--- src/rtl/intersection_ctrl.sv ---
// Traffic intersection sequencer: NS/EW phase rotation with pedestrian walk
// phase, emergency hold, and programmable per-phase durations.
//
// state | meaning
// NS_G  | north-south green
// NS_Y  | north-south yellow
// AR_NS | all-red after north-south
// EW_G  | east-west green
// EW_Y  | east-west yellow
// AR_EW | all-red after east-west (reset state)
// WALK  | pedestrian walk, all vehicle lamps red
// EMG   | emergency hold, untimed
module intersection_ctrl #(
   parameter int CW = 8
) (
   input  logic          clk,
   input  logic          rst,
   input  logic          cfg_we,
   input  logic [1:0]    cfg_addr,
   input  logic [CW-1:0] cfg_data,
   input  logic          ped_req,
   input  logic          emg_req,
   output logic [2:0]    ns_light,
   output logic [2:0]    ew_light,
   output logic          walk,
   output logic          ped_ack,
   output logic          emg_active
);

   typedef enum logic [2:0] {NS_G, NS_Y, AR_NS, EW_G, EW_Y, AR_EW, WALK, EMG} state_t;

   localparam logic [2:0]    LAMP_R = 3'b001;
   localparam logic [2:0]    LAMP_G = 3'b010;
   localparam logic [2:0]    LAMP_Y = 3'b100;
   localparam logic [CW-1:0] ONE    = CW'(1);

   state_t        state_q, state_d;
   logic [CW-1:0] cnt_q, cnt_d;
   logic          ped_pend_q, ped_pend_d;
   logic          ped_ack_q, ped_ack_d;
   logic          walk_to_ew_q, walk_to_ew_d;
   logic [CW-1:0] green_q, green_d;
   logic [CW-1:0] yellow_q, yellow_d;
   logic [CW-1:0] allred_q, allred_d;
   logic [CW-1:0] walk_dur_q, walk_dur_d;
   logic          expired;
   logic          enter_walk;

   // A zero duration behaves as one cycle.
   function automatic logic [CW-1:0] load_val(input logic [CW-1:0] d);
      return (d == '0) ? '0 : d - ONE;
   endfunction

   always_comb begin
      green_d    = green_q;
      yellow_d   = yellow_q;
      allred_d   = allred_q;
      walk_dur_d = walk_dur_q;
      if (cfg_we) begin
         case (cfg_addr)
            2'd0:    green_d    = cfg_data;
            2'd1:    yellow_d   = cfg_data;
            2'd2:    allred_d   = cfg_data;
            default: walk_dur_d = cfg_data;
         endcase
      end
   end

   always_comb begin
      state_d      = state_q;
      expired      = (cnt_q == '0);
      cnt_d        = expired ? '0 : cnt_q - ONE;
      ped_ack_d    = 1'b0;
      walk_to_ew_d = walk_to_ew_q;
      enter_walk   = 1'b0;
      case (state_q)
         NS_G: if (emg_req || expired) begin
            state_d = NS_Y;
            cnt_d   = load_val(yellow_q);
         end
         NS_Y: if (expired) begin
            state_d = AR_NS;
            cnt_d   = load_val(allred_q);
         end
         AR_NS: if (expired) begin
            if (emg_req) begin
               state_d = EMG;
               cnt_d   = '0;
            end else if (ped_pend_q) begin
               state_d      = WALK;
               cnt_d        = load_val(walk_dur_q);
               enter_walk   = 1'b1;
               walk_to_ew_d = 1'b1;
            end else begin
               state_d = EW_G;
               cnt_d   = load_val(green_q);
            end
         end
         EW_G: if (emg_req || expired) begin
            state_d = EW_Y;
            cnt_d   = load_val(yellow_q);
         end
         EW_Y: if (expired) begin
            state_d = AR_EW;
            cnt_d   = load_val(allred_q);
         end
         AR_EW: if (expired) begin
            if (emg_req) begin
               state_d = EMG;
               cnt_d   = '0;
            end else if (ped_pend_q) begin
               state_d      = WALK;
               cnt_d        = load_val(walk_dur_q);
               enter_walk   = 1'b1;
               walk_to_ew_d = 1'b0;
            end else begin
               state_d = NS_G;
               cnt_d   = load_val(green_q);
            end
         end
         WALK: if (emg_req) begin
            state_d = EMG;
            cnt_d   = '0;
         end else if (expired) begin
            state_d = walk_to_ew_q ? EW_G : NS_G;
            cnt_d   = load_val(green_q);
         end
         EMG: begin
            cnt_d = '0;
            if (!emg_req) begin
               state_d = AR_EW;
               cnt_d   = load_val(allred_q);
            end
         end
         default: begin
            state_d = AR_EW;
            cnt_d   = load_val(allred_q);
         end
      endcase
      ped_ack_d = enter_walk;
   end

   // Serving the request on walk entry wins over a same-cycle new request.
   always_comb begin
      ped_pend_d = ped_pend_q;
      if (enter_walk)
         ped_pend_d = 1'b0;
      else if (ped_req && state_q != WALK)
         ped_pend_d = 1'b1;
   end

   always_ff @(posedge clk or posedge rst) begin
      if (rst) begin
         state_q      <= AR_EW;
         cnt_q        <= CW'(1);
         ped_pend_q   <= 1'b0;
         ped_ack_q    <= 1'b0;
         walk_to_ew_q <= 1'b0;
         green_q      <= CW'(8);
         yellow_q     <= CW'(3);
         allred_q     <= CW'(2);
         walk_dur_q   <= CW'(6);
      end else begin
         state_q      <= state_d;
         cnt_q        <= cnt_d;
         ped_pend_q   <= ped_pend_d;
         ped_ack_q    <= ped_ack_d;
         walk_to_ew_q <= walk_to_ew_d;
         green_q      <= green_d;
         yellow_q     <= yellow_d;
         allred_q     <= allred_d;
         walk_dur_q   <= walk_dur_d;
      end
   end

   always_comb begin
      ns_light   = LAMP_R;
      ew_light   = LAMP_R;
      walk       = (state_q == WALK);
      emg_active = (state_q == EMG);
      ped_ack    = ped_ack_q;
      case (state_q)
         NS_G:    ns_light = LAMP_G;
         NS_Y:    ns_light = LAMP_Y;
         EW_G:    ew_light = LAMP_G;
         EW_Y:    ew_light = LAMP_Y;
         default: ;
      endcase
   end

endmodule

--- config.mk ---
export PLATFORM = sky130hd
export DESIGN_NAME = intersection_ctrl
export DESIGN_NICKNAME = d
export VERILOG_FILES = /design/src/rtl/intersection_ctrl.sv
export SDC_FILE = /design/constraint.sdc
export NUM_CORES = 1
export LEC_CHECK = 0
export ABC_AREA = 1
export BUFFER_PORTS_ARGS = -buffer_cell sky130_fd_sc_hd__buf_2
export CAP_MARGIN = 20
export CELL_PAD_IN_SITES_DETAIL_PLACEMENT = 1
export CELL_PAD_IN_SITES_GLOBAL_PLACEMENT = 1
export CORE_MARGIN = 2
export CORE_UTILIZATION = 47
export DETAILED_ROUTE_END_ITERATION = 6
export MAX_ROUTING_LAYER = met4
export PLACE_DENSITY = 0.91
export RECOVER_POWER = 100
export SKIP_CTS_REPAIR_TIMING = 1
export SYNTH_ARGS = -nofsm -noshare
export SYNTH_HDL_FRONTEND = slang
export SYNTH_SLANG_ARGS = --single-unit
--- constraint.sdc ---
create_clock -name clk -period 2.6 [get_ports clk]
set_input_delay 0.13 -clock clk [delete_from_list [all_inputs] [get_ports clk]]
set_output_delay 0.13 -clock clk [all_outputs]
set_load 0.01 [all_outputs]
==> run_results.csv, run 1 <==
group,metric,value,unit
run_status,outcome,"finished clean",
synth,synth_edf_count,0,
critical_path,rrSetupSlack,0.44,ns
synth,ys.flop_type,"dfrtp_1",
job,max-cap-violations,0,
die,initial_utilization,47.7,%
die,die_w,89.1,µm
global_route,antenna_found_initial,0,
sta,min_period_over_period,82.9,%
worst_hold_path,min-delay-start,"ped_req",
critical_path,cp_max_fo,23,
worst_hold_path,hold_path_end,"ped_pend_q",
drt,drc,0,
global_route,grt_max_degree,47,
placed_design,hpwl,8.03,mm
clocking,ctsLongestPathBuffers,2,
sta,tns,0,ns
synth,synthCells,514,
die,core,7140,µm²
drt,totalWireLength,10.3,mm
clocking,cts_max_level,2,
worst_hold_path,hp-class,"input pin to flip-flop",
placed_design,place_area,3590,µm²
worst_hold_path,hold_depth,5,
clocking,cts_buffers,5,
placed_design,portBuffers,23,
pwr,p_leak,1.90,nW
global_route,grt_pass1_wl,16.6,mm
die,dieArea,7940,µm²
drt,routed_via_density,5.50,
clocking,clockRootBuffer,"clkbuf_8",
sta,clock_skew,0.0153,ns
drt,ant_nets,0,
sta,drv_slew,0,
synth,ys.warnings.count,0,
final_layout,nNetsFinal,560,
clocking,clock_latency,0.31,ns
sta,rsz0062_at_grt,"false",
critical_path,cp.required,2.83,ns
global_route,grt_pass1_vias,3535,
synth,ys_seq_area_share,34.1,%
drt,drtIter0Drc,216,
synth,synth.avg_cell_area,6.63,µm²
critical_path,critPathCaptureType,"flip-flop",
global_route,grt_usage,28.1,%
drt,wl_per_cell,16.3,µm
critical_path,cp-start-kind,"flip-flop",
critical_path,regToRegEndpoint,"state_q[1]",
synth,synth_seq_cells,46,
critical_path,r2r-start,"cnt_q[0]",
final_layout,design_area,3660,µm²
final_layout,area_delta_synth_final,7.53,%
sta,slew_headroom,27.0,%
synth,syn-cell-area,3410,µm²
global_route,overflow,0,
sta,setup_violations,0,
sta,fmax,464,MHz
die,num_rows,31,
die,io_pins,24,
drt,vias,3501,
synth,synthArstFlopShare,100,%
synth,synthDistinctLibCells,34,
final_layout,antenna_cells,0,
clocking,cts_tree,"yes",
critical_path,critPathKind,"flip-flop to flip-flop",
synth,syn-num-nets,538,
drt,drtPass1Iterations,4,
sta,worst-slew-pin-transition,1.10,ns
clocking,cts.reportedPaths.clkPinSlew,0.08,ns
sta,fin_crit,2.16,ns
placed_design,globalplace.congestion,0.902,
critical_path,rr_worst_depth,9,
die,die_y,89.1,µm
sta,hold_violations,0,
clocking,clkSinkCount,46,
critical_path,cp_data_arrival_time,2.39,ns
pwr,p_per_area,942,nW/µm²
final_layout,post-route-util,51.3,%
final_layout,drive_gt1_share,8.75,%
pwr,peakVddDrop,0.276,mV
==> logic make-up after synthesis <==
| group | synth area share (%) |
|---|---|
| adders and majority gates | 3.31 |
| AOI/OAI and AO/OA | 12.7 |
| and+or+nand+nor | 37.7 |
| xor gates and xnor gates | 1.80 |
| DFF | 34.1 |
| buffers and inverters | 10.4 |
==> area by class of cell <==
type	instances	area (µm²)
Sequential cell	46	1160
Tap cell	99	124
Inverter	78	295
Fill cell	1022	3470
Multi-Input combinational cell	380	1870
Timing Repair Buffer	25	123
Clock buffer	5	68.8
Clock inverter	3	22.5
==> flip-flops by register name (all words and copies together), names as in the netlist <==
register / flops
state_q: 3
yellow_q: 8
walk_dur_q: 8
green_q: 8
allred_q: 8
ped_ack: 1
walk_to_ew_q: 1
cnt_q: 8
ped_pend_q: 1
==> synth_stat cells (all sizes together) (2+ instances only) <==
cell type	number	area, µm²
ha	9	113
nor2	46	204
buf	5	40.0
o21ai	64	332
inv	78	295
clkbuf	5	18.8
dfstp	9	236
nand4	23	144
dfrtp	37	926
nor3	2	10.0
xnor2	2	17.5
nand2	156	603
o21bai	2	15.0
o22ai	2	12.5
xor2	5	43.8
nand3	57	298
o211ai	7	52.6
==> placed cells by master, fill, tap and decap left out, drive strengths merged, types with 7 or more instances in the layout <==
cell type	instances
buf	17
clkbuf	12
dfrtp	37
dfstp	9
ha	9
inv	80
nand2	156
nand3	57
nand4	23
nor2	46
o211ai	7
o21ai	64
==> routing by layer <==
metal	routed length (µm)	part of all wire [%]	global-route usage, %
met1	4520	44	34.1
met5	0	0	-
met4	360	3.5	9.91
met3	389	3.8	4.16
met2	5070	49	47.4
==> worst max path at each step <==
stage                   from    endpoint  slack, ns
finish              cnt_q[0]  state_q[1]       0.44
global route        cnt_q[0]    cnt_q[5]       0.28
CTS                 cnt_q[0]    cnt_q[5]       0.67
detailed placement  cnt_q[0]    cnt_q[5]       0.69
global placement    cnt_q[0]    cnt_q[3]       0.81
floorplan           cnt_q[0]  state_q[1]       0.99
==> report_power, final <==
group | switching [mW] | internal, mW
Combinational | 1.29 | 0.608
Clock | 0.275 | 0.195
Sequential | 0.167 | 0.917
==> critical path: stages, from the launching register on <==
cell	delay (ns)
dfstp_1	0.40
inv_1	0.09
ha_1	0.21
nand3_1	0.28
nor2_8	0.38
inv_4	0.12
o21ai_2	0.07
and3_1	0.33
o31ai_2	0.12
o21ai_2	0.07
==> metrics by stage <==
| stage | hold WS [ns] | worst slack (ns) | power, mW | instances |
|---|---|---|---|---|
| floorplan | 0.286 | 0.989 | 2.50 | 514 |
| detailed placement | 0.418 | 0.686 | 3.02 | 626 |
| global placement | 0.403 | 0.811 | 2.91 | 626 |
| CTS | 0.0754 | 0.671 | 3.50 | 634 |
| finish | 0.118 | 0.444 | 3.45 | 636 |
| global route | 0.155 | 0.280 | 3.73 | 636 |
Note: power is estimated with default switching activity, not from simulation.
==> inputs of run 2 (changes only) <==
- CORE_UTILIZATION: 47 -> 39
- PLACE_DENSITY: 0.91 -> 0.81
- clock period: 2.6 -> 1.9 ns (I/O delays scaled with it)
==> run_results.csv, run 2 (synthesized netlist as in run 1, its figures left out) <==
group,metric,value,unit
critical_path,critPathKind,"flip-flop to flip-flop",
die,io_pins,24,
placed_design,hpwl,8.54,mm
critical_path,r2r-start,"cnt_q[0]",
pwr,power_frac_comb,56.3,%
drt,wl_per_cell,16.3,µm
sta,whs,0.0592,ns
critical_path,cp_cell_sequence,"inv_1 -> ha_2 -> nand3_4 -> buf_4 -> nor2_1 -> o21ai_0 -> nand2_1 -> o21ai_0 -> nand2_1 -> nand2_1 -> nand2_1 -> nand4_1",
clocking,clock_latency,0.31,ns
pwr,peakVddDrop,0.427,mV
die,dieArea,9500,µm²
sta,drv_slew,0,
critical_path,cp.buffers_inverters,2,
clocking,clockRootBuffer,"clkbuf_8",
drt,routed_via_density,5.38,
die,die_w,97.5,µm
clocking,cts_buffers,5,
sta,clock_skew,0.0100,ns
sta,setup_violations,0,
global_route,grt_pass1_vias,3563,
global_route,overflow,0,
final_layout,post-route-util,44.1,%
drt,drtPass1Iterations,5,
job,max-cap-violations,0,
drt,ant_nets,0,
die,core,8590,µm²
sta,worst-slew-pin-transition,0.946,ns
clocking,ctsLongestPathBuffers,2,
final_layout,final_cell_mix,"151 x nand2_1, 75 x inv_1, 56 x nand3_1",
drt,drtIter0Drc,217,
final_layout,drive_gt1_share,10.9,%
critical_path,cp-start-kind,"flip-flop",
placed_design,globalplace.congestion,0.924,
die,initial_utilization,39.6,%
global_route,grt_max_degree,27,
critical_path,cp_common_cell,"nand2_1",
worst_hold_path,min-delay-start,"ped_req",
critical_path,worstSetupStartpoint,"cnt_q[0]",
worst_hold_path,hold_depth,5,
critical_path,path_depth,12,
critical_path,cp_max_fo,6,
pwr,p_sw_share,49.7,%
clocking,cts.reportedPaths.clkPinSlew,0.10,ns
sta,min_period_over_period,94.0,%
pwr,p_seq_share,30.1,%
critical_path,critPathTopFamily,"simple AND/OR/NAND/NOR gates",
sta,hold_violations,0,
final_layout,nNetsFinal,572,
final_layout,area_delta_synth_final,11.4,%
clocking,cts_tree,"yes",
pwr,p_int,2.47,mW
pwr,clkPwrFrac,13.6,%
critical_path,slowest_delay,0.38,ns
critical_path,critPathCaptureType,"flip-flop",
final_layout,layout_commonest_cell,"nand2_1",
worst_hold_path,hp-class,"input pin to flip-flop",
critical_path,rr_worst_depth,12,
placed_design,portBuffers,23,
pwr,p_leak,1.95,nW
global_route,grt_usage,23.4,%
clocking,cts_max_level,2,
drt,drc,0,
die,die_y,97.5,µm
drt,totalWireLength,10.7,mm
sta,fin_crit,1.79,ns
sta,slew_headroom,36.9,%
critical_path,crit_path_top_delay_cell,"dfstp_2",
run_status,outcome,"finished clean",
final_layout,fillers,1148,
global_route,antenna_found_initial,0,
clocking,clkSinkCount,46,
critical_path,cp_data_arrival_time,1.99,ns
die,num_rows,34,
pwr,p_per_area,1290,nW/µm²
final_layout,antenna_cells,0,
sta,fmax,560,MHz
critical_path,cp.required,2.10,ns
global_route,grt_pass1_wl,17.5,mm
drt,vias,3533,
pwr,p_sw,2.44,mW
[run 2: power by group through the flow]
stage                     sequential (mW)  clock (mW)  combinational (mW)
after CTS                            1.48       0.685                2.68
after global placement               1.49           0                2.54
after detailed placement             1.50           0                2.67
after global routing                 1.51       0.726                3.10
after floorplan                      1.43           0                1.99
final                                1.48       0.665                2.76
[run 2: worst paths after layout]
check / to / slack [ns]
min reg2reg: walk_dur_q[1] / 0.50
max: cnt_q[6] / 0.11
min: ped_pend_q / 0.06
min in group asynchronous: allred_q[0] / 0.53
max reg2reg: cnt_q[6] / 0.11
max in group asynchronous: cnt_q[0] / 0.29
[run 2: routing by layer]
layer / wire (µm) / GRT usage [%] / vias up / part of all wire, %
met1: 4810 / 29.3 / 1730 / 45
met4: 134 / 4.70 / 0 / 1.2
li1: - / - / 1740 / -
met5: 0 / - / - / 0
met3: 323 / 2.81 / 13 / 3.0
met2: 5460 / 40.9 / 50 / 51
[run 2: stage by stage]
| stage | area (µm²) | total power [mW] | setup TNS [ns] | worst slack, ns | instances |
|---|---|---|---|---|---|
| 2_1_floorplan | 3410 | 3.42 | 0 | 0.289 | 514 |
| 4_1_cts | 3750 | 4.85 | -0.0138 | -0.0138 | 649 |
| 6_report | 3790 | 4.90 | 0 | 0.113 | 657 |
| 3_5_place_dp | 3650 | 4.17 | -0.00200 | -0.00200 | 641 |
| 5_1_grt | 3790 | 5.34 | -0.0196 | -0.0151 | 657 |
| 3_3_place_gp | 3650 | 4.03 | 0 | 0.0914 | 641 |
[run 2: worst register-to-register path, stage by stage, from the launching register on]
cell	delay, ns
dfstp_2	0.38
inv_1	0.08
ha_2	0.23
nand3_4	0.13
buf_4	0.16
nor2_1	0.07
o21ai_0	0.09
nand2_1	0.15
o21ai_0	0.12
nand2_1	0.07
nand2_1	0.06
nand2_1	0.06
nand4_1	0.07
[run 2: area by class of cell]
class                           instances  area [µm²]  share of cell area (%)
Tap cell                              108         135                    3.56
Timing Repair Buffer                   36         204                    5.38
Sequential cell                        46        1160                    30.6
Clock buffer                            5        68.8                    1.81
Clock inverter                          3        27.5                   0.726
Inverter                               78         295                    7.79
Multi-Input combinational cell        381        1900                    50.1
==> inputs of run 3 (changes only) <==
- PLACE_DENSITY: 0.81 -> 0.85
==> run_results.csv, run 3 (synthesized netlist as in run 1, its figures left out) <==
group,metric,value,unit
run_status,outcome,"finished clean",
clocking,cts.reportedPaths.clkPinSlew,0.10,ns
drt,wl_per_cell,16.2,µm
drt,ant_nets,0,
sta,worst-slew-pin-transition,0.893,ns
final_layout,antenna_cells,0,
placed_design,portBuffers,23,
clocking,cts_buffers,5,
global_route,antenna_found_initial,0,
placed_design,globalplace.congestion,0.909,
final_layout,nNetsFinal,572,
drt,vias,3537,
worst_hold_path,hold_path_end,"ped_pend_q",
final_layout,fillers,1163,
placed_design,place_inst,641,
pwr,peakVddDrop,0.444,mV
die,die_w,97.5,µm
global_route,grt_pass1_wl,17.6,mm
worst_hold_path,hp-class,"input pin to flip-flop",
worst_hold_path,min-delay-start,"ped_req",
sta,slew_headroom,40.4,%
sta,drv_slew,0,
sta,min_period_over_period,94.7,%
clocking,clock_latency,0.32,ns
pwr,p_total,4.99,mW
critical_path,cp_data_arrival_time,2.06,ns
drt,totalWireLength,10.6,mm
die,dieArea,9500,µm²
critical_path,rrSetupSlack,0.1,ns
drt,drc,0,
sta,clock_skew,0.00388,ns
die,io_pins,24,
die,core,8590,µm²
critical_path,r2r-start,"cnt_q[0]",
clocking,cts_tree,"yes",
drt,drtPass1Iterations,6,
die,die_y,97.5,µm
clocking,clockRootBuffer,"clkbuf_8",
clocking,clkSinkCount,46,
pwr,p_leak,1.96,nW
final_layout,area_delta_synth_final,12.0,%
final_layout,final_cell_mix,"150 x nand2_1, 75 x inv_1, 54 x nand3_1, 54 x o21ai_0, 42 x nor2_1",
global_route,overflow,0,
final_layout,drive_gt1_share,12.2,%
clocking,cts_max_level,2,
sta,fmax,556,MHz
final_layout,layout_commonest_cell,"nand2_1",
critical_path,cp_max_fo,11,
drt,drtIter0Drc,275,
drt,routed_via_density,5.38,
critical_path,critPathKind,"flip-flop to flip-flop",
pwr,p_per_area,1310,nW/µm²
global_route,grt_usage,23.1,%
critical_path,cp.required,2.16,ns
placed_design,hpwl,8.26,mm
die,initial_utilization,39.6,%
sta,hold_violations,0,
worst_hold_path,hold_depth,5,
critical_path,rr_worst_depth,9,
die,num_rows,34,
clocking,ctsLongestPathBuffers,2,
critical_path,critPathCaptureType,"flip-flop",
global_route,grt_max_degree,26,
global_route,grt_pass1_vias,3555,
job,max-cap-violations,0,
sta,tns,0,ns
critical_path,regToRegEndpoint,"cnt_q[6]",
final_layout,final_cells,657,
sta,fin_crit,1.80,ns
sta,setup_violations,0,
critical_path,cp-start-kind,"flip-flop",
[run 3: cell count changes in the layout (fill, tap and decap cells not counted), sizes merged]
cell / before / now
buf: 27 / 28
clkbuf: 13 / 12
nor2: 47 / 48
inv: 80 / 79
[run 3: worst max path at each step]
stage	startpoint	endpoint	slack (ns)	cells past startpoint
after detailed placement	cnt_q[0]	cnt_q[5]	0.0008	11
final	cnt_q[0]	cnt_q[6]	0.1	9
after global routing	cnt_q[2]	cnt_q[7]	-0.0005	8
after CTS	cnt_q[0]	cnt_q[5]	-0.01	11
after global placement	cnt_q[0]	cnt_q[7]	0.09	10
after floorplan	cnt_q[0]	state_q[1]	0.29	9
[run 3: final cells by class]
type | count | area, µm² | area share (%)
clock buffers | 6 | 82.6 | 2.16
flip-flops and latches | 46 | 1160 | 30.5
clock inverters | 2 | 16.3 | 0.426
well taps | 108 | 135 | 3.54
repair buffers | 35 | 198 | 5.18
multi-input cells | 382 | 1920 | 50.4
inverters | 78 | 298 | 7.80
[run 3: worst max-delay path, cell delays in order, from the launching register on]
cell	delay (ns)
dfstp_2	0.39
inv_1	0.07
ha_2	0.22
nand3_4	0.16
buf_4	0.19
nor2_4	0.26
nand4_1	0.19
nand3_1	0.13
nand2_1	0.05
nand4_1	0.08
[run 3: per-layer routing]
layer / global-route usage (%) / up-vias / share of wire [%] / wire, µm
met1: 30.6 / 1661 / 46 / 4850
met2: 36.8 / 99 / 47 / 5030
met4: 8.87 / 0 / 3.1 / 326
met3: 2.37 / 30 / 3.9 / 419
li1: - / 1747 / - / -
met5: - / - / 0 / 0
[run 3: per-stage QoR]
stage	util (%)	area (µm²)	setup WS [ns]	hold WS, ns
floorplan	-	3410	0.289	0.251
global placement	42.5	3650	0.0915	0.160
detailed placement	42.5	3650	0.000835	0.180
CTS	43.7	3750	-0.0141	-0.165
global route	44.4	3820	-0.000485	0.124
finish	44.4	3820	0.0999	0.0680
[run 3: where the power goes]
| group | internal [mW] | switching [mW] |
|---|---|---|
| Sequential | 1.26 | 0.227 |
| Combinational | 0.961 | 1.84 |
| Clock | 0.301 | 0.396 |
| Total | 2.52 | 2.46 |
